--- config.mk ---
export PLATFORM = sky130hd
export DESIGN_NAME = iter_alu
export DESIGN_NICKNAME = d
export VERILOG_FILES = /design/src/rtl/iter_alu_pkg.sv /design/src/rtl/iter_alu_muldiv.sv /design/src/rtl/iter_alu.sv
export SDC_FILE = /design/constraint.sdc
export NUM_CORES = 1
export LEC_CHECK = 0
export ABC_AREA = 1
export CORE_UTILIZATION = 38
export CTS_BUF_LIST = sky130_fd_sc_hd__clkbuf_8 sky130_fd_sc_hd__clkbuf_16
export DETAILED_ROUTE_END_ITERATION = 10
export PLACE_DENSITY_LB_ADDON = 0.15
export SETUP_SLACK_MARGIN = 0.3
export SLEW_MARGIN = 20
export SYNTH_ARGS = -nofsm -noshare
export SYNTH_HDL_FRONTEND = slang
export SYNTH_SLANG_ARGS = --single-unit
--- constraint.sdc ---
create_clock -name clk -period 6.9 [get_ports clk]
set_input_delay 1.38 -clock clk [delete_from_list [all_inputs] [get_ports clk]]
set_output_delay 1.38 -clock clk [all_outputs]
set_load 0.005 [all_outputs]
--- src/rtl/iter_alu_pkg.sv ---
// Shared opcode constants, FSM state encoding and legal-op decode for iter_alu.
// The multiply/divide codes are legal only when ITER_ALU_MULDIV_EN is defined.
package iter_alu_pkg;

  typedef logic [7:0] op_t;
  typedef logic [1:0] state_t;

  localparam state_t ST_IDLE = 2'd0;
  localparam state_t ST_BUSY = 2'd1;
  localparam state_t ST_DONE = 2'd2;

  // Single-cycle operations
  localparam op_t OP_SUB    = 8'h00;
  localparam op_t OP_ADD    = 8'h01;
  localparam op_t OP_AND    = 8'h02;
  localparam op_t OP_OR     = 8'h03;
  localparam op_t OP_XOR    = 8'h04;
  localparam op_t OP_SRL    = 8'h05;
  localparam op_t OP_SLL    = 8'h06;
  localparam op_t OP_SRA    = 8'h07;
  localparam op_t OP_SLT    = 8'h08;
  localparam op_t OP_SLTU   = 8'h09;
  localparam op_t OP_ANDN   = 8'h10;
  localparam op_t OP_MAX    = 8'h11;
  localparam op_t OP_MAXU   = 8'h12;
  localparam op_t OP_MIN    = 8'h13;
  localparam op_t OP_MINU   = 8'h14;
  localparam op_t OP_ORN    = 8'h15;
  localparam op_t OP_SH1ADD = 8'h16;
  localparam op_t OP_SH2ADD = 8'h17;
  localparam op_t OP_SH3ADD = 8'h18;
  localparam op_t OP_XNOR   = 8'h19;

  // Iterative operations: bit 2 selects divide, bits [1:0] select the variant
  localparam op_t OP_MUL    = 8'h20;
  localparam op_t OP_MULH   = 8'h21;
  localparam op_t OP_MULHSU = 8'h22;
  localparam op_t OP_MULHU  = 8'h23;
  localparam op_t OP_DIV    = 8'h24;
  localparam op_t OP_DIVU   = 8'h25;
  localparam op_t OP_REM    = 8'h26;
  localparam op_t OP_REMU   = 8'h27;

  function automatic logic is_single(input op_t op);
    return (op <= OP_SLTU) || ((op >= OP_ANDN) && (op <= OP_XNOR));
  endfunction

  function automatic logic is_muldiv(input op_t op);
    return op[7:3] == 5'b00100;
  endfunction

  function automatic logic is_legal(input op_t op);
`ifdef ITER_ALU_MULDIV_EN
    return is_single(op) || is_muldiv(op);
`else
    return is_single(op);
`endif
  endfunction

endpackage

--- src/rtl/iter_alu_muldiv.sv ---
// Radix-2 iterative multiplier / restoring divider, one bit per cycle.
// Operands are converted to magnitudes at start and the sign is fixed on the
// final cycle, so done and result appear in the WIDTH-th busy cycle.
module iter_alu_muldiv #(
  parameter int WIDTH = 32
) (
  input  logic             clk,
  input  logic             rst,
  input  logic             start,
  input  logic [2:0]       op,
  input  logic [WIDTH-1:0] num1,
  input  logic [WIDTH-1:0] num2,
  output logic             done,
  output logic [WIDTH-1:0] result
);

  localparam int CW = $clog2(WIDTH);

  logic             busy;
  logic [CW-1:0]    cnt;
  logic [2:0]       op_q;
  logic             neg_q;
  logic [WIDTH-1:0] hi, lo, b_q;
  logic [WIDTH-1:0] hi_nx, lo_nx;
  logic             sa_en, sb_en, s1, s2;
  logic [WIDTH:0]   sum, trial;
  logic [2*WIDTH-1:0] prod;

  // Which operands are treated as signed for the requested variant
  always_comb begin
    // NOTE: every always_comb output gets a default first so no path leaves it unassigned (no latch).
    sa_en = 1'b0;
    sb_en = 1'b0;
    if (!op[2]) begin
      sa_en = (op[1:0] == 2'b01) || (op[1:0] == 2'b10);
      sb_en = (op[1:0] == 2'b01);
    end else begin
      sa_en = !op[0];
      sb_en = !op[0];
    end
  end

  assign s1 = sa_en & num1[WIDTH-1];
  assign s2 = sb_en & num2[WIDTH-1];

  // One shift-add or restoring-subtract step from the current registers
  always_comb begin
    sum   = {1'b0, hi} + (lo[0] ? {1'b0, b_q} : '0);
    trial = {hi, lo[WIDTH-1]} - {1'b0, b_q};
    hi_nx = hi;
    lo_nx = lo;
    if (!op_q[2]) begin
      hi_nx = sum[WIDTH:1];
      lo_nx = {sum[0], lo[WIDTH-1:1]};
    end else if (!trial[WIDTH]) begin
      hi_nx = trial[WIDTH-1:0];
      lo_nx = {lo[WIDTH-2:0], 1'b1};
    end else begin
      hi_nx = {hi[WIDTH-2:0], lo[WIDTH-1]};
      lo_nx = {lo[WIDTH-2:0], 1'b0};
    end
  end

  // Sign correction and result selection on the last step
  always_comb begin
    prod   = {hi_nx, lo_nx};
    result = '0;
    if (!op_q[2]) begin
      if (neg_q) prod = -prod;
      result = (op_q[1:0] == 2'b00) ? prod[WIDTH-1:0] : prod[2*WIDTH-1:WIDTH];
    end else if (op_q[1]) begin
      result = neg_q ? -hi_nx : hi_nx;
    end else begin
      result = neg_q ? -lo_nx : lo_nx;
    end
  end

  assign done = busy && (cnt == CW'(WIDTH - 1));

  // Control state: busy flag and iteration counter
  always_ff @(posedge clk) begin
    // NOTE: sequential state is assigned with <= so every register samples pre-edge values.
    if (rst) begin
      busy <= 1'b0;
      cnt  <= '0;
    end else if (start) begin
      busy <= 1'b1;
      cnt  <= '0;
    end else if (busy) begin
      busy <= !done;
      cnt  <= done ? '0 : cnt + 1'b1;
    end
  end

  // Datapath registers load on start and step while busy
  always_ff @(posedge clk) begin
    // NOTE: datapath registers carry no reset; they are always loaded by start before use.
    if (start) begin
      op_q  <= op;
      neg_q <= (op[2] && op[1]) ? s1 : (s1 ^ s2);
      hi    <= '0;
      lo    <= s1 ? -num1 : num1;
      b_q   <= s2 ? -num2 : num2;
    end else if (busy) begin
      hi <= hi_nx;
      lo <= lo_nx;
    end
  end

endmodule

--- src/rtl/iter_alu.sv ---
// Iterative ALU top: valid/ready request, IDLE -> BUSY/DONE -> IDLE FSM.
// Define ITER_ALU_MULDIV_EN to build the multiply/divide datapath (0x20-0x27);
// without it those codes are reported as illegal.
module iter_alu
  import iter_alu_pkg::*;
#(
  parameter int WIDTH = 32,
  parameter int OPW   = 8
) (
  input  logic             clk,
  input  logic             rst,
  input  logic             in_valid,
  output logic             in_ready,
  input  logic [WIDTH-1:0] num1,
  input  logic [WIDTH-1:0] num2,
  input  logic [OPW-1:0]   mode_sel,
  output logic             out_valid,
  input  logic             out_ready,
  output logic [WIDTH-1:0] ans,
  output logic             error
);

  state_t           state;
  op_t              op;
  logic             op_hi_zero;
  logic [WIDTH-1:0] alu_res;

  assign op         = op_t'(mode_sel);
  assign op_hi_zero = (OPW <= 8) ? 1'b1 : ((mode_sel >> 8) == '0);
  assign in_ready   = (state == ST_IDLE);
  assign out_valid  = (state == ST_DONE);

  // Single-cycle result for the operation being offered
  always_comb begin
    alu_res = '0;
    case (op)
      OP_SUB:    alu_res = num1 - num2;
      OP_ADD:    alu_res = num1 + num2;
      OP_AND:    alu_res = num1 & num2;
      OP_OR:     alu_res = num1 | num2;
      OP_XOR:    alu_res = num1 ^ num2;
      OP_SRL:    alu_res = num1 >> num2;
      OP_SLL:    alu_res = num1 << num2;
      OP_SRA:    alu_res = $signed(num1) >>> num2;
      OP_SLT:    alu_res = {{(WIDTH-1){1'b0}}, $signed(num1) < $signed(num2)};
      OP_SLTU:   alu_res = {{(WIDTH-1){1'b0}}, num1 < num2};
      OP_ANDN:   alu_res = num1 & ~num2;
      OP_MAX:    alu_res = ($signed(num1) > $signed(num2)) ? num1 : num2;
      OP_MAXU:   alu_res = (num1 > num2) ? num1 : num2;
      OP_MIN:    alu_res = ($signed(num1) < $signed(num2)) ? num1 : num2;
      OP_MINU:   alu_res = (num1 < num2) ? num1 : num2;
      OP_ORN:    alu_res = num1 | ~num2;
      OP_SH1ADD: alu_res = (num1 << 1) + num2;
      OP_SH2ADD: alu_res = (num1 << 2) + num2;
      OP_SH3ADD: alu_res = (num1 << 3) + num2;
      OP_XNOR:   alu_res = num1 ~^ num2;
      default:   alu_res = '0;
    endcase
  end

`ifdef ITER_ALU_MULDIV_EN
  logic             iter_op, div_zero, div_ovf, skip, start, md_done;
  logic [WIDTH-1:0] special_res, md_result;

  // Divide-by-zero and signed overflow are answered directly without iterating
  assign iter_op     = op_hi_zero && is_muldiv(op);
  assign div_zero    = (num2 == '0);
  assign div_ovf     = ((op == OP_DIV) || (op == OP_REM)) &&
                       (num1 == {1'b1, {(WIDTH-1){1'b0}}}) && (num2 == '1);
  assign skip        = iter_op && op[2] && (div_zero || div_ovf);
  assign special_res = div_zero ? (op[1] ? num1 : '1) : (op[1] ? '0 : num1);
  assign start       = in_ready && in_valid && iter_op && !skip;

  iter_alu_muldiv #(.WIDTH(WIDTH)) u_muldiv (
    .clk    (clk),
    .rst    (rst),
    .start  (start),
    .op     (op[2:0]),
    .num1   (num1),
    .num2   (num2),
    .done   (md_done),
    .result (md_result)
  );
`endif

  // Request/response FSM with registered ans and error
  always_ff @(posedge clk) begin
    if (rst) begin
      state <= ST_IDLE;
      ans   <= '0;
      error <= 1'b0;
    end else begin
      case (state)
        ST_IDLE: begin
          if (in_valid) begin
            if (op_hi_zero && is_single(op)) begin
              ans   <= alu_res;
              error <= 1'b0;
              state <= ST_DONE;
`ifdef ITER_ALU_MULDIV_EN
            end else if (skip) begin
              ans   <= special_res;
              error <= 1'b0;
              state <= ST_DONE;
            end else if (iter_op) begin
              state <= ST_BUSY;
`endif
            end else begin
              ans   <= '0;
              error <= 1'b1;
              state <= ST_DONE;
            end
          end
        end
`ifdef ITER_ALU_MULDIV_EN
        ST_BUSY: begin
          if (md_done) begin
            ans   <= md_result;
            error <= 1'b0;
            state <= ST_DONE;
          end
        end
`endif
        ST_DONE: begin
          if (out_ready) state <= ST_IDLE;
        end
        default: state <= ST_IDLE;
      endcase
    end
  end

endmodule
==> implementation parameters <==
Parameter                              Value

Power
  Portion of total power attributed to combinational logic    0.754
  Max IR drop VDD    0.0943 mV
  Fraction of power consumed by sequential logic    0.106
  Clock power share    0.140
  Pwr per Cell Area    92.0 nW/µm²
  P_sw    1.16 mW
  Internal Dissipation    0.798 mW
  Sw frac    0.592
  Static leakage    10.3 nW

Worst setup path
  Largest fanout on the critical path    38
  Category of the worst setup path capture point    register
  Largest incremental delay on the critical path    0.68 ns
  Critical path class    in -> reg
  R2R depth    7
  Register-to-register setup slack    4.95 ns
  Critical path data required time    7.04 ns
  Capture instance of the worst register-to-register path    ans[9]
  Max stage delay cell, worst path    sky130_fd_sc_hd__clkdlybuf4s50_1
  Launch instance of the worst register-to-register path    state[1]
  Bufs and invs on worst path    5
  Arrival time at the worst endpoint    6.23 ns
  Critical path cell sequence    clkdlybuf4s50_1 -> clkinv_1 -> ha_1 -> nand2_1 -> inv_2 -> nand3_2 -> nor3_4 -> nand4_2 -> nand2_2 -> buf_4 -> inv_2 -> nor2_1 -> nor2_1 -> nor2_1 -> nand2_1 -> nor2_1 -> nand3_1 -> nor2_1 -> nand3_1 -> nand2_1 -> a21oi_1
  Most frequent cell on the critical path    sky130_fd_sc_hd__nor2_1
  Startpoint Class    input port
  Worst path top cell family by delay    simple AND/OR/NAND/NOR gates

Global route
  Number of antenna violations at the first check in global routing    7
  Maximum number of pins on one net before global-route repair    83
  GRT Total Usage    0.427
  Via count of the first global-routing pass    25,524
  First-pass GRT wire length    163,000 µm
  Overall overflow remaining after global route    0

Synth
  Mean instance size in the synthesized netlist    5.11 µm²
  Most frequent cell after synthesis    sky130_fd_sc_hd__nand2_1
  Post-synth top flop    sky130_fd_sc_hd__dfxtp_1
  Most used standard cells in the synthesized netlist    sky130_fd_sc_hd__nand2_1 (1,095), sky130_fd_sc_hd__nand3_1 (427), sky130_fd_sc_hd__nor2_1 (394)
  Share of the synthesized area in the top cell type    0.213
  Nets in the synthesized netlist    4,004
  Top area cells in the synthesized netlist    sky130_fd_sc_hd__nand2_1 (21%), sky130_fd_sc_hd__nand3_1 (11%), sky130_fd_sc_hd__ha_1 (9.7%), sky130_fd_sc_hd__a21oi_1 (8.8%), sky130_fd_sc_hd__nor2_1 (7.7%)
  Cell accounting for the most synthesized area    sky130_fd_sc_hd__nand2_1
  #FFs+latches synth    34
  Number of synthesized flops with an enable pin    0
  Post-synthesis sequential area ratio    0.0353
  Gate Count Post-Synth    3,773
  Distinct cell type count of the synthesized netlist    62
  Total number of yosys warnings    0
  Post-Syn Area    19,300 µm²
  Fraction of registers with async set/reset    0

Die
  Std-Cell Rows    82
  X dimension of the die    227 µm
  Core area    50,100 µm²
  Initial cell density of the core    0.385
  Top-level I/O count    111
  Die area    51,700 µm²
  Vert. Die Dim    227 µm

STA
  Worst-margin pin slew    1.18 ns
  Number of slew-limit violations in the final report    0
  Shortest period the worst path allows    6.09 ns
  Crit share post-route    0.883
  Worst clock skew    0.00891 ns
  Worst rel slew slack    0.213
  Timing-limited maximum frequency    164 MHz
  Count of final hold-check violations    0
  Setup repair after global routing missed its margin    no
  Final setup TNS    0 ns
  Final setup viols    0

Clock network
  Number of hold buffers added after cts    0
  Clock net sink count    34
  TritonCTS clock tree    done
  Clock Pin Slew Worst Setup and Hold Paths    0.07 ns
  Number of buffers on the longest clock path    2
  Clock root buffer    sky130_fd_sc_hd__clkbuf_16
  Number of setup buffers added after CTS    0
  # resized after CTS    0
  Number of buffers added by the clock tree synthesis step    5
  CTS H-tree depth    2
  Clock latency on the worst-skew pair    0.30 ns

Layout
  Number of antenna repair diodes    0
  Final core area utilization    0.425
  Area grow syn2layout    10.4%
  Number of nets in the final layout    4,045
  Fraction of final layout cells with drive strength greater than 1    0.0582

Hold path
  Hold EP    ans[29]
  WHS Path Cells    2
  Class of the tightest hold or removal check    reg -> reg
  Launch instance of the worst min-delay path    ans[29]

Place
  Port Buf Inserts    110
  Detailed placer's ending HPWL    88,900 µm
  Final Wtd Congestion    1.08

Outcome
  Result of the run    finished, final reports clean

Detailed routing
  Wirelength, routed    112,000 µm
  Vias    27,711
  Starting DRC count in detailed routing    4,084
  Post-detailed-route wirelength per cell    25.0 µm
  Average via count per standard cell    6.18
  DRT Pass-1 Iters    7
  Post-route DRC violation count    0
  Post-detailed-route count of antenna-violating nets    0

Run
  Reported max-cap violation count    0
[through the flow]
stage | power [mW] | area [µm²] | hold slack [ns] | setup WS, ns | std cells
6_report | 1.96 | 21300 | 0.465 | 0.810 | 4487
4_1_cts | 1.90 | 21300 | 0.468 | 1.03 | 4487
5_1_grt | 2.08 | 21300 | 0.486 | 0.650 | 4487
3_5_place_dp | 1.62 | 21100 | 0.458 | 0.727 | 4479
2_1_floorplan | 1.14 | 19300 | 0.462 | 2.53 | 3773
3_3_place_gp | 1.62 | 21100 | 0.455 | 0.722 | 4479
[how the worst max path moves through the flow]
stage,startpoint,end,cells after the start
6_report,num2[28],ans[30],21
5_1_grt,num2[28],ans[30],21
4_1_cts,num2[28],ans[30],21
3_5_place_dp,num2[28],ans[30],21
3_3_place_gp,num2[28],ans[30],21
2_1_floorplan,num2[4],ans[17],26
[cell usage in the layout, fill, tap and decap left out, types with 4 or more instances in the layout]
master	instances
sky130_fd_sc_hd__a31oi_1	13
sky130_fd_sc_hd__xor2_1	8
sky130_fd_sc_hd__o22ai_1	15
sky130_fd_sc_hd__nand4_1	69
sky130_fd_sc_hd__inv_2	25
sky130_fd_sc_hd__o221ai_1	6
sky130_fd_sc_hd__o211ai_1	72
sky130_fd_sc_hd__o21ai_2	10
sky130_fd_sc_hd__buf_4	97
sky130_fd_sc_hd__fa_1	5
sky130_fd_sc_hd__o21ai_0	288
sky130_fd_sc_hd__inv_1	317
sky130_fd_sc_hd__nor2_1	393
sky130_fd_sc_hd__clkbuf_16	5
sky130_fd_sc_hd__ha_1	150
sky130_fd_sc_hd__nand2_2	15
sky130_fd_sc_hd__xnor2_1	6
sky130_fd_sc_hd__a211oi_1	13
sky130_fd_sc_hd__o21bai_1	22
sky130_fd_sc_hd__nor3_1	45
sky130_fd_sc_hd__o21ai_1	57
sky130_fd_sc_hd__clkdlybuf4s50_1	106
sky130_fd_sc_hd__nor4_1	4
sky130_fd_sc_hd__or2_2	31
sky130_fd_sc_hd__dfxtp_1	34
sky130_fd_sc_hd__nand2_1	1095
sky130_fd_sc_hd__nor2_2	5
sky130_fd_sc_hd__nand3_1	427
sky130_fd_sc_hd__buf_2	4
sky130_fd_sc_hd__a21boi_0	12
sky130_fd_sc_hd__clkinv_1	9
sky130_fd_sc_hd__o2111ai_1	9
sky130_fd_sc_hd__nand3_2	6
sky130_fd_sc_hd__o21a_1	5
sky130_fd_sc_hd__a21oi_1	341
sky130_fd_sc_hd__nand3b_1	16
sky130_fd_sc_hd__a21o_1	31
sky130_fd_sc_hd__nor2_4	4
sky130_fd_sc_hd__a221oi_1	8
[flip-flops by register name, indices dropped and copies added, names as in the netlist]
signal and count:
ans 32, state 1, error 1
[kinds of logic (layout without fill, tap and decap cells)]
kind of cell	after synthesis	in the layout	share of synthesized area
adders and majority gates	155	155	0.103
DFF	34	34	0.0353
muxes	2	2	0.00169
buffers and inverters	525	567	0.111
xor gates and xnor gates	14	14	0.00636
and+or+nand+nor	2122	2122	0.471
AOI/OAI and AO/OA	921	921	0.272
[per-layer routing]
metal,up-vias,routed length (µm),global-route usage,part of all wire
met5,-,77,0,0.00069
met2,1805,47200,0.658,0.42
met3,416,13200,0.0986,0.12
li1,12899,-,-,-
met1,12581,43500,0.535,0.39
met4,10,8290,0.266,0.074
[cell type report]
| cell class | count | area [µm²] |
|---|---|---|
| inverters | 351 | 1320 |
| flip-flops and latches | 34 | 681 |
| repair buffers | 208 | 1830 |
| fillers | 5895 | 28800 |
| multi-input cells | 3214 | 16500 |
| clock buffers | 8 | 166 |
| well taps | 672 | 841 |
[power by group through the flow]
stage	combinational [mW]	sequential, mW	clock, mW
6_report	1.48	0.208	0.274
3_5_place_dp	1.41	0.211	0
3_3_place_gp	1.41	0.211	0
2_1_floorplan	0.934	0.210	0
4_1_cts	1.42	0.207	0.272
5_1_grt	1.60	0.208	0.279
[worst register-to-register path: cells and delay by family, from the launching register on]
kind	cells	cell delay, ns
flip-flops	1	0.32
buffers and inverters	4	1.20
AO/OA/AOI/OAI	1	0.07
AND/OR/NAND/NOR	2	0.20
No activity file was read; power rests on OpenSTA's default activity.
